**src/rtl/wb_pkg.sv**
```systemverilog
// Shared types and constants for the Wishbone register slave.
// Holds the transfer FSM state encoding, the default ID word and wait-state limits.
package wb_pkg;

    typedef enum logic [1:0] {
        IDLE = 2'd0,
        WAIT = 2'd1,
        RESP = 2'd2
    } wb_state_t;

    localparam logic [31:0] WB_ID_DEFAULT     = 32'h5742_0001;
    localparam int          WB_WAIT_STATES_MAX = 15;
    localparam int          WB_CNT_W           = 4;

endpackage : wb_pkg

```
**src/rtl/wb_regfile.sv**
```systemverilog
// Byte-enabled register storage for the Wishbone slave.
// Register 0 is a read-only ID word; registers 1..NUM_REGS-1 are read/write.
module wb_regfile
    import wb_pkg::*;
#(
    parameter int                   REG_WIDTH  = 32,
    parameter int                   ADDR_WIDTH = 5,
    parameter int                   NUM_REGS   = 32,
    parameter logic [REG_WIDTH-1:0] ID_VALUE   = REG_WIDTH'(WB_ID_DEFAULT)
) (
    input  logic                   clk,
    input  logic                   rst_n,
    input  logic                   wr_en,
    input  logic [ADDR_WIDTH-1:0]  wr_adr,
    input  logic [REG_WIDTH-1:0]   wr_dat,
    input  logic [REG_WIDTH/8-1:0] wr_sel,
    input  logic [ADDR_WIDTH-1:0]  rd_adr,
    output logic [REG_WIDTH-1:0]   rd_dat
);

    localparam int SEL_W = REG_WIDTH / 8;

    logic [REG_WIDTH-1:0] mem [1:NUM_REGS-1];

    always_ff @(posedge clk or negedge rst_n) begin
        if (!rst_n) begin
            for (int i = 1; i < NUM_REGS; i++) begin
                mem[i] <= '0;
            end
        end else if (wr_en) begin
            for (int i = 1; i < NUM_REGS; i++) begin
                if (wr_adr == ADDR_WIDTH'(i)) begin
                    for (int b = 0; b < SEL_W; b++) begin
                        if (wr_sel[b]) begin
                            mem[i][b*8 +: 8] <= wr_dat[b*8 +: 8];
                        end
                    end
                end
            end
        end
    end

    // Out-of-range addresses read as zero; the slave never forwards them anyway.
    always_comb begin
        rd_dat = '0;
        if (rd_adr == '0) begin
            rd_dat = ID_VALUE;
        end else begin
            for (int i = 1; i < NUM_REGS; i++) begin
                if (rd_adr == ADDR_WIDTH'(i)) begin
                    rd_dat = mem[i];
                end
            end
        end
    end

endmodule : wb_regfile

```
**src/rtl/wb_reg_slave.sv**
```systemverilog
// Wishbone classic register slave with configurable wait states.
// One request is captured in IDLE, optionally delayed in WAIT, and answered from RESP.
module wb_reg_slave
    import wb_pkg::*;
#(
    parameter int                   REG_WIDTH   = 32,
    parameter int                   ADDR_WIDTH  = 5,
    parameter int                   NUM_REGS    = 32,
    parameter int                   WAIT_STATES = 0,
    parameter logic [REG_WIDTH-1:0] ID_VALUE    = REG_WIDTH'(WB_ID_DEFAULT)
) (
    input  logic                   clk,
    input  logic                   rst_n,
    input  logic [ADDR_WIDTH-1:0]  wb_adr_i,
    input  logic [REG_WIDTH-1:0]   wb_dat_i,
    output logic [REG_WIDTH-1:0]   wb_dat_o,
    input  logic [REG_WIDTH/8-1:0] sel_i,
    input  logic                   we_i,
    input  logic                   stb_i,
    input  logic                   cyc_i,
    output logic                   ack_o,
    output logic                   err_o
);

    localparam int SEL_W = REG_WIDTH / 8;
    localparam logic [WB_CNT_W-1:0] CNT_LOAD =
        (WAIT_STATES > 0) ? WB_CNT_W'(WAIT_STATES - 1) : '0;

    wb_state_t             state;
    wb_state_t             state_nxt;
    logic [WB_CNT_W-1:0]   wait_cnt;
    logic [ADDR_WIDTH-1:0] adr_q;
    logic [REG_WIDTH-1:0]  dat_q;
    logic [SEL_W-1:0]      sel_q;
    logic                  we_q;
    logic                  accept;
    logic                  adr_err;
    logic                  ack_nxt;
    logic                  err_nxt;
    logic                  wr_en;
    logic [REG_WIDTH-1:0]  rd_dat;
    logic [REG_WIDTH-1:0]  dat_nxt;

    assign accept  = (state == IDLE) && cyc_i && stb_i;
    assign adr_err = (int'(adr_q) >= NUM_REGS);

    always_ff @(posedge clk or negedge rst_n) begin
        if (!rst_n) begin
            state <= IDLE;
        end else begin
            state <= state_nxt;
        end
    end

    always_comb begin
        state_nxt = state;
        unique case (state)
            IDLE: begin
                if (accept) begin
                    state_nxt = (WAIT_STATES > 0) ? WAIT : RESP;
                end
            end
            WAIT: begin
                if (!cyc_i) begin
                    state_nxt = IDLE;
                end else if (wait_cnt == '0) begin
                    state_nxt = RESP;
                end
            end
            RESP:    state_nxt = IDLE;
            default: state_nxt = IDLE;
        endcase
    end

    // The response is decided in RESP and registered, so it appears after the RESP edge.
    always_comb begin
        ack_nxt = (state == RESP) && !adr_err;
        err_nxt = (state == RESP) && adr_err;
        wr_en   = ack_nxt && we_q;
        dat_nxt = (ack_nxt && !we_q) ? rd_dat : '0;
    end

    always_ff @(posedge clk or negedge rst_n) begin
        if (!rst_n) begin
            ack_o    <= 1'b0;
            err_o    <= 1'b0;
            wb_dat_o <= '0;
        end else begin
            ack_o    <= ack_nxt;
            err_o    <= err_nxt;
            wb_dat_o <= dat_nxt;
        end
    end

    always_ff @(posedge clk or negedge rst_n) begin
        if (!rst_n) begin
            wait_cnt <= '0;
        end else if (accept) begin
            wait_cnt <= CNT_LOAD;
        end else if (state == WAIT) begin
            if (!cyc_i) begin
                wait_cnt <= '0;
            end else if (wait_cnt != '0) begin
                wait_cnt <= wait_cnt - 1'b1;
            end
        end
    end

    always_ff @(posedge clk or negedge rst_n) begin
        if (!rst_n) begin
            adr_q <= '0;
            dat_q <= '0;
            sel_q <= '0;
            we_q  <= 1'b0;
        end else if (accept) begin
            adr_q <= wb_adr_i;
            dat_q <= wb_dat_i;
            sel_q <= sel_i;
            we_q  <= we_i;
        end
    end

    wb_regfile #(
        .REG_WIDTH  (REG_WIDTH),
        .ADDR_WIDTH (ADDR_WIDTH),
        .NUM_REGS   (NUM_REGS),
        .ID_VALUE   (ID_VALUE)
    ) u_regfile (
        .clk    (clk),
        .rst_n  (rst_n),
        .wr_en  (wr_en),
        .wr_adr (adr_q),
        .wr_dat (dat_q),
        .wr_sel (sel_q),
        .rd_adr (adr_q),
        .rd_dat (rd_dat)
    );

endmodule : wb_reg_slave

```
**config.mk**
```make
export PLATFORM = sky130hd
export DESIGN_NAME = wb_reg_slave
export DESIGN_NICKNAME = d
export VERILOG_FILES = /design/src/rtl/wb_pkg.sv /design/src/rtl/wb_regfile.sv /design/src/rtl/wb_reg_slave.sv
export SDC_FILE = /design/constraint.sdc
export NUM_CORES = 2
export LEC_CHECK = 0
export ABC_AREA = 1
export CORE_MARGIN = 2
export CORE_UTILIZATION = 62
export DETAILED_ROUTE_END_ITERATION = 6
export PLACE_DENSITY = 0.79
export SLEW_MARGIN = 30
export SYNTH_ARGS = -nofsm -noshare
export SYNTH_HDL_FRONTEND = slang
export SYNTH_SLANG_ARGS = --single-unit
```
**constraint.sdc**
```tcl
create_clock -name clk -period 2.55 [get_ports clk]
set_input_delay 0.51 -clock clk [delete_from_list [all_inputs] [get_ports clk]]
set_output_delay 0.51 -clock clk [all_outputs]
set_load 0.02 [all_outputs]
```
## After elaboration in Yosys (flattened, before gate mapping)

Cells that the tools add are included.

- Multiply operators: 0
- Order comparisons: 0
- Div/mod/pow operators: 0
- Eq/ne operators: 36
- Multiplexer cells: 41
- $add $sub $neg: 1
- Reductions and logical operators: 136
- Bitwise logic cells: 0
- Shift operators: 0

Operator list:

| cell | number |
|---|---|
| 2-to-1 mux 32 bit | 33 |
| AND reduction 3 bit | 124 |
| == test 5 bit, second input constant | 16 |
| == test 5 x 4 -> 1 bit, second input constant | 8 |
| == test 5 x 3 -> 1 bit, second input constant | 4 |
| 2-to-1 mux 4 bit | 4 |
| == test 5 x 2 -> 1 bit, second input constant | 2 |
| 2-to-1 mux 2 bit | 3 |
| == test 5 x 1 -> 1 bit, second input constant | 1 |
| logical NOT 5 bit | 1 |
| logical AND 1 bit | 4 |
| logical NOT 4 bit | 1 |
| one-hot mux 2 bit (2 select lines) | 1 |
| AND reduction 2 bit | 2 |
| nonzero test 4 bit | 1 |
| subtractor 4 x 1 -> 4 bit, second input constant | 1 |
| inequality test 3 x 1 -> 1 bit, second input constant | 1 |
| inequality test 3 bit, second input constant | 1 |
| == test 2 x 1 -> 1 bit, second input constant | 1 |
| == test 2 bit, second input constant | 1 |
| logical NOT 2 bit | 1 |
| inequality test 2 bit, second input constant | 1 |
| nonzero test 2 bit | 1 |
| logical NOT 1 bit | 1 |

- Memory bits (read-only): 0
- Memories: 0
- Output and inout port bits: 34
- Bits in registers: 1073
- Input bits: 46
- Memory bits (writable): 0
- Latch bits: 0

## Logic depth before layout (Yosys ltp)

- Depth after elaboration: 34
- Mapped depth: 25

## Hierarchy

Synthesis repeated with hierarchy kept, for this count alone.

- Cell total of the unflattened synthesis: 5734
- Area total of the unflattened synthesis: 46873.7 µm²

Modules (own cells, without submodules):

| module | area each (µm²) | cells each | instances |
|---|---|---|---|
| wb_regfile | 43965.9 | 5438 | 1 |
| wb_reg_slave | 2907.8 | 296 | 1 |

## Worst setup path before layout

OpenSTA, ideal clock, no wires.

- Path kind: flip-flop to flip-flop
- From: register adr_q[0]
- To: register wb_dat_o[28]
- Period minus slack after synthesis: 2.258 ns
- Library setup time: 0.123 ns
- Buffers on the path: 2
- Setup slack: 0.292 ns
- Arrival time: 2.136 ns
- Stages on the path, launching flop included: 21
- Path through: dfrtp_1 > buf_4 > nand2_2 > nor2_2 > nand2_2 > clkbuf_1 > or2_2 > nand2_1 > nand4_1 > nor2_1 > nand4_1 > nor2_1 > nand4_1 > nor2_1 > nand4_1 > nand2_1 > nand4_1 > nand2_1 > nand4_1 > nor2_1 > nor2_1

- Cells in the longest elaborated chain, start to end: 34

Ends and longest elaborated chain:

| item | line | text |
|---|---|---|
| from (decl) | wb_reg_slave.sv:32 | `logic [ADDR_WIDTH-1:0] adr_q;` |
| from (signal assigned) | wb_reg_slave.sv:116 | `adr_q <= wb_adr_i;` |
| == test 5 x 1 -> 1 bit | wb_regfile.sv:50 | `if (rd_adr == ADDR_WIDTH'(i)) begin` |
| 2-to-1 mux 32 bit (31 in series) | wb_regfile.sv:50 |  |
| 2-to-1 mux 32 bit (*) | wb_regfile.sv:46 | `if (rd_adr == '0) begin` |
| 2-to-1 mux 32 bit (*) | wb_reg_slave.sv:80 | `dat_nxt = (ack_nxt && !we_q) ? rd_dat : '0;` |
| named net dat_nxt[28] | wb_reg_slave.sv:42 | `logic [REG_WIDTH-1:0] dat_nxt;` |
| to (signal assigned) | wb_reg_slave.sv:91 | `wb_dat_o <= dat_nxt;` |
| to (decl) | wb_reg_slave.sv:16 | `output logic [REG_WIDTH-1:0] wb_dat_o,` |

Mark *: on every way through the listed nets, which the timed path passes. The rest lies on a longest branch.
A chain may end at the register's enable or synchronous reset.

## Final worst setup path

- From: register adr_q[3]
- To: register wb_dat_o[6]

Same word-level chain as after synthesis.

==> metrics.cfg <==
[global_route]
globalRouteMet3Util_pct = 6.235
met2_usage_pct = 55.19
pin_count_of_the_biggest_net_entering_global_routing = 104
number_of_global_route_vias_before_repair = 38926
grt_first_pass_wirelength_um = 213300
grt_busiest_layer = met2
globalRouteOverflowTotal = 0
grt_antenna_before_repair = 2
global_route.usage.met1_pct = 48.53
globalRouteTotalUtil_pct = 35.08

[setup_path]
worst_ep_arrival_time_ps = 3730
worst_ep_required_ps = 3130
category_of_the_most_critical_setup_path = flip-flop to flip-flop
crit_path_end_kind = flip-flop
timing.critical_path.from_type = flip-flop
critPathMaxFanout = 5

[place]
port-buffer-count = 78
post_dp_cell_area_mm2 = 0.04952
gp_congestion = 0.9188
hpwlAfterDp_um = 88030

[logic_synthesis]
syn-mean-instance-area_um2 = 8.254
synth_cells = 5589
yosysSeqAreaShare_pct = 57.93
synth_seq_cells = 1068
synth.cell_area_mm2 = 0.04613
syn-num-nets = 5635
ys.warnings.count = 0
synth_cell_types = 28

[power]
pwr-share-clk_pct = 42.0
power.static_leakage_nw = 24.94
power_per_cell_area_mw_per_mm2 = 722.5
cellInternalPower_mw = 28.90
finalPower_mw = 39.20
register_share_of_total_power_pct = 46.6
comb_power_share_pct = 11.4
netSwitchingPower_mw = 10.30
max-vdd-ir-drop_mv = 0.6872
sw_share_pct = 26.27

[floorplanning]
floorplan.initialDensity_pct = 62.28
die_h_um = 276.8
die-width_um = 276.8
std_cell_rows = 100
die_area_mm2 = 0.07660
floorplan.io_pins = 80
core_mm2 = 0.07407

[route]
wirelength_um = 135800
wl_per_cell_um = 19.98
antenna_violating_nets_post_route = 0
detail_route.first_pass.iterations = 6
via_per_inst = 5.957
route.detailed.drc = 0
routed_vias = 40483
count_of_routing_violations_after_the_opening_detailed_route_iteration = 4788

[timing]
final_min_period_over_clock_period_pct = 123.8
worst-slew-pin-transition_ps = 624.2
finalMaxSlewViolations = 0
slew-limit-headroom_pct = 58.29
setup_ws_ps = -606.4
max_clock_freq_mhz = 316.8
setup_viol = 32
finalHoldViolations = 0
timing.clock.skew_ps = 23.19
min_period_ps = 3156
rsz0062_at_grt = yes

[cells_and_area]
nets = 5785
fin_area_mm2 = 0.05425
mostFrequentLayoutCell = sky130_fd_sc_hd__nand2_1
most-common-layout-cells = sky130_fd_sc_hd__nand2_1 (2018), sky130_fd_sc_hd__dfrtp_1 (1063), sky130_fd_sc_hd__o21ai_0 (1045), sky130_fd_sc_hd__inv_1 (266), sky130_fd_sc_hd__buf_4 (238)
drive_gt1_share_pct = 13.56
synthToLayoutAreaGrowth_pct = 17.60
layout.filler_cells = 5198

[clock_network]
cts.path.max_buffers = 3
clkSinkCount = 1068
numCtsBuffers = 107
clock_tree.htree_level_count = 3
clock_latency_on_the_worst_skew_pair_ps = 680
buffer_type_at_the_clock_tree_root = sky130_fd_sc_hd__clkbuf_16
cts_tree = done
worst_setup_hold_path_clk_slew_ps = 60

[outcome]
violated_checks = negative setup slack
run_status = finished with violations

[hold_path]
hp-class = input pin to flip-flop

[job]
max_cap_viol_count = 0

==> kinds of logic after synthesis <==
| family | share of synthesized area (%) |
|---|---|
| AOI/OAI and AO/OA | 12.42 |
| DFF | 57.93 |
| other | 0.008129 |
| and+or+nand+nor | 24.25 |
| buffers and inverters | 5.389 |
==> synthesized netlist by cell type <==
cell                        number  area share, %
sky130_fd_sc_hd__nand2_1      2070             17
sky130_fd_sc_hd__dfrtp_1      1068             58
sky130_fd_sc_hd__o21ai_0      1046             11
sky130_fd_sc_hd__clkbuf_1      321            2.6
sky130_fd_sc_hd__nor2_1        295            2.4
sky130_fd_sc_hd__inv_1         268            2.2
sky130_fd_sc_hd__nand4_1       192            2.6
sky130_fd_sc_hd__or2_2          95            1.3
sky130_fd_sc_hd__a21oi_1        82           0.89
sky130_fd_sc_hd__nand3_1        60           0.65
sky130_fd_sc_hd__buf_2          19           0.21
sky130_fd_sc_hd__inv_2          11          0.090
sky130_fd_sc_hd__o21ai_1         8          0.087
sky130_fd_sc_hd__buf_1           6          0.049
sky130_fd_sc_hd__buf_6           6           0.15
sky130_fd_sc_hd__nor2_2          6          0.081
sky130_fd_sc_hd__nor2_4          6           0.15
sky130_fd_sc_hd__clkinv_1        5          0.041
sky130_fd_sc_hd__nand2_2         5          0.068
sky130_fd_sc_hd__buf_4           4          0.065
sky130_fd_sc_hd__o2111ai_1       4          0.076
sky130_fd_sc_hd__nand3b_1        3          0.049
sky130_fd_sc_hd__or2_1           3          0.041
sky130_fd_sc_hd__nor3_2          2          0.043
sky130_fd_sc_hd__conb_1          1         0.0081
sky130_fd_sc_hd__nand2_4         1          0.024
sky130_fd_sc_hd__o21bai_1        1          0.016
sky130_fd_sc_hd__or2_0           1          0.014
==> repair_timing <==
action / CTS / global route
hold buffers: 1 / 0
gates cloned: 0 / 3
setup endpoints to repair: 81 / 123
setup buffers: 18 / 17
pin swaps: 46 / 85
resized for setup: 92 / 127
endpoints found under the hold margin: 23 / 0
==> flip-flops by register name, summed over array words and instances, names as in the netlist <==
signal         cells
wb_dat_o          32
sel_q              4
ack_o              1
state              1
adr_q              5
dat_q             32
we_q               1
u_regfile.mem    992
==> routing by layer <==
layer	share of wire, %	vias up
met5	0	-
li1	-	18248
met1	40	19667
met3	9.1	440
met4	4.4	0
met2	46	2128
==> worst max-delay path: stages, from the launching register on <==
cell	delay, ps
sky130_fd_sc_hd__dfrtp_2	490
sky130_fd_sc_hd__inv_4	90
sky130_fd_sc_hd__nand2_4	90
sky130_fd_sc_hd__buf_4	110
sky130_fd_sc_hd__buf_4	100
sky130_fd_sc_hd__nor2_4	40
sky130_fd_sc_hd__nand3_1	60
sky130_fd_sc_hd__nand3_1	90
sky130_fd_sc_hd__o21bai_1	250
sky130_fd_sc_hd__nand4_1	150
sky130_fd_sc_hd__nor2_2	170
sky130_fd_sc_hd__nand4_1	110
sky130_fd_sc_hd__nor2_2	110
sky130_fd_sc_hd__nand4_1	100
sky130_fd_sc_hd__nor2_2	190
sky130_fd_sc_hd__nand4_1	120
sky130_fd_sc_hd__nor2_2	130
sky130_fd_sc_hd__nand4_1	180
sky130_fd_sc_hd__nand2_1	110
sky130_fd_sc_hd__nand3_1	70
sky130_fd_sc_hd__nand2_1	100
sky130_fd_sc_hd__nand3_1	70
sky130_fd_sc_hd__nand2_1	60
sky130_fd_sc_hd__inv_1	40
==> path summary, 6_finish.rpt <==
path	startpoint	endpoint	slack, ps	cells past startpoint
setup / recovery	adr_q[3]	wb_dat_o[6]	-610	23
max in group asynchronous	rst_n	u_regfile.mem[431]	1150	3
min in group asynchronous	rst_n	u_regfile.mem[188]	410	2
hold reg to reg	state[1]	ack_o	400	0
hold / removal	we_i	we_q	360	3
setup reg to reg	adr_q[3]	wb_dat_o[6]	-610	23
==> layout make-up <==
cell class              instances  area [µm²]  share of cell area (%)
multi-input cells            3881       17540                   32.34
clock inverters                37       514.2                  0.9479
clock buffers                 159        3186                   5.872
well taps                     969        1212                   2.235
inverters                     284        1079                   1.988
repair buffers                397        3984                   7.343
flip-flops and latches       1068       26730                   49.27
diodes                          1       2.502                0.004613
==> stage by stage <==
| stage | setup WS, ps | std cells | utilization, % | hold WS [ps] | setup TNS (ps) |
|---|---|---|---|---|---|
| 6_report | -606.4 | 6796 | 73.24 | 364.6 | -14670 |
| 5_1_grt | -787.6 | 6795 | 73.24 | 379.2 | -20400 |
| 4_1_cts | -494.3 | 6775 | 72.42 | 354.1 | -11860 |
| 3_5_place_dp | -634.1 | 6560 | 66.86 | 390.9 | -15210 |
| 3_3_place_gp | -521.3 | 6560 | 66.86 | 384.8 | -11490 |
| 2_1_floorplan | 291.5 | 5589 | - | 214.4 | 0 |
==> power groups by stage <==
stage	logic (mW)	registers (mW)	clock network [mW]
after floorplan	1.99	18.4	0
after global placement	3.97	18.5	0
after detailed placement	4.05	18.5	0
after CTS	4.21	18.2	16.5
after global routing	4.82	18.3	17.2
final	4.46	18.3	16.5
Power figures use the tool's default switching activity.
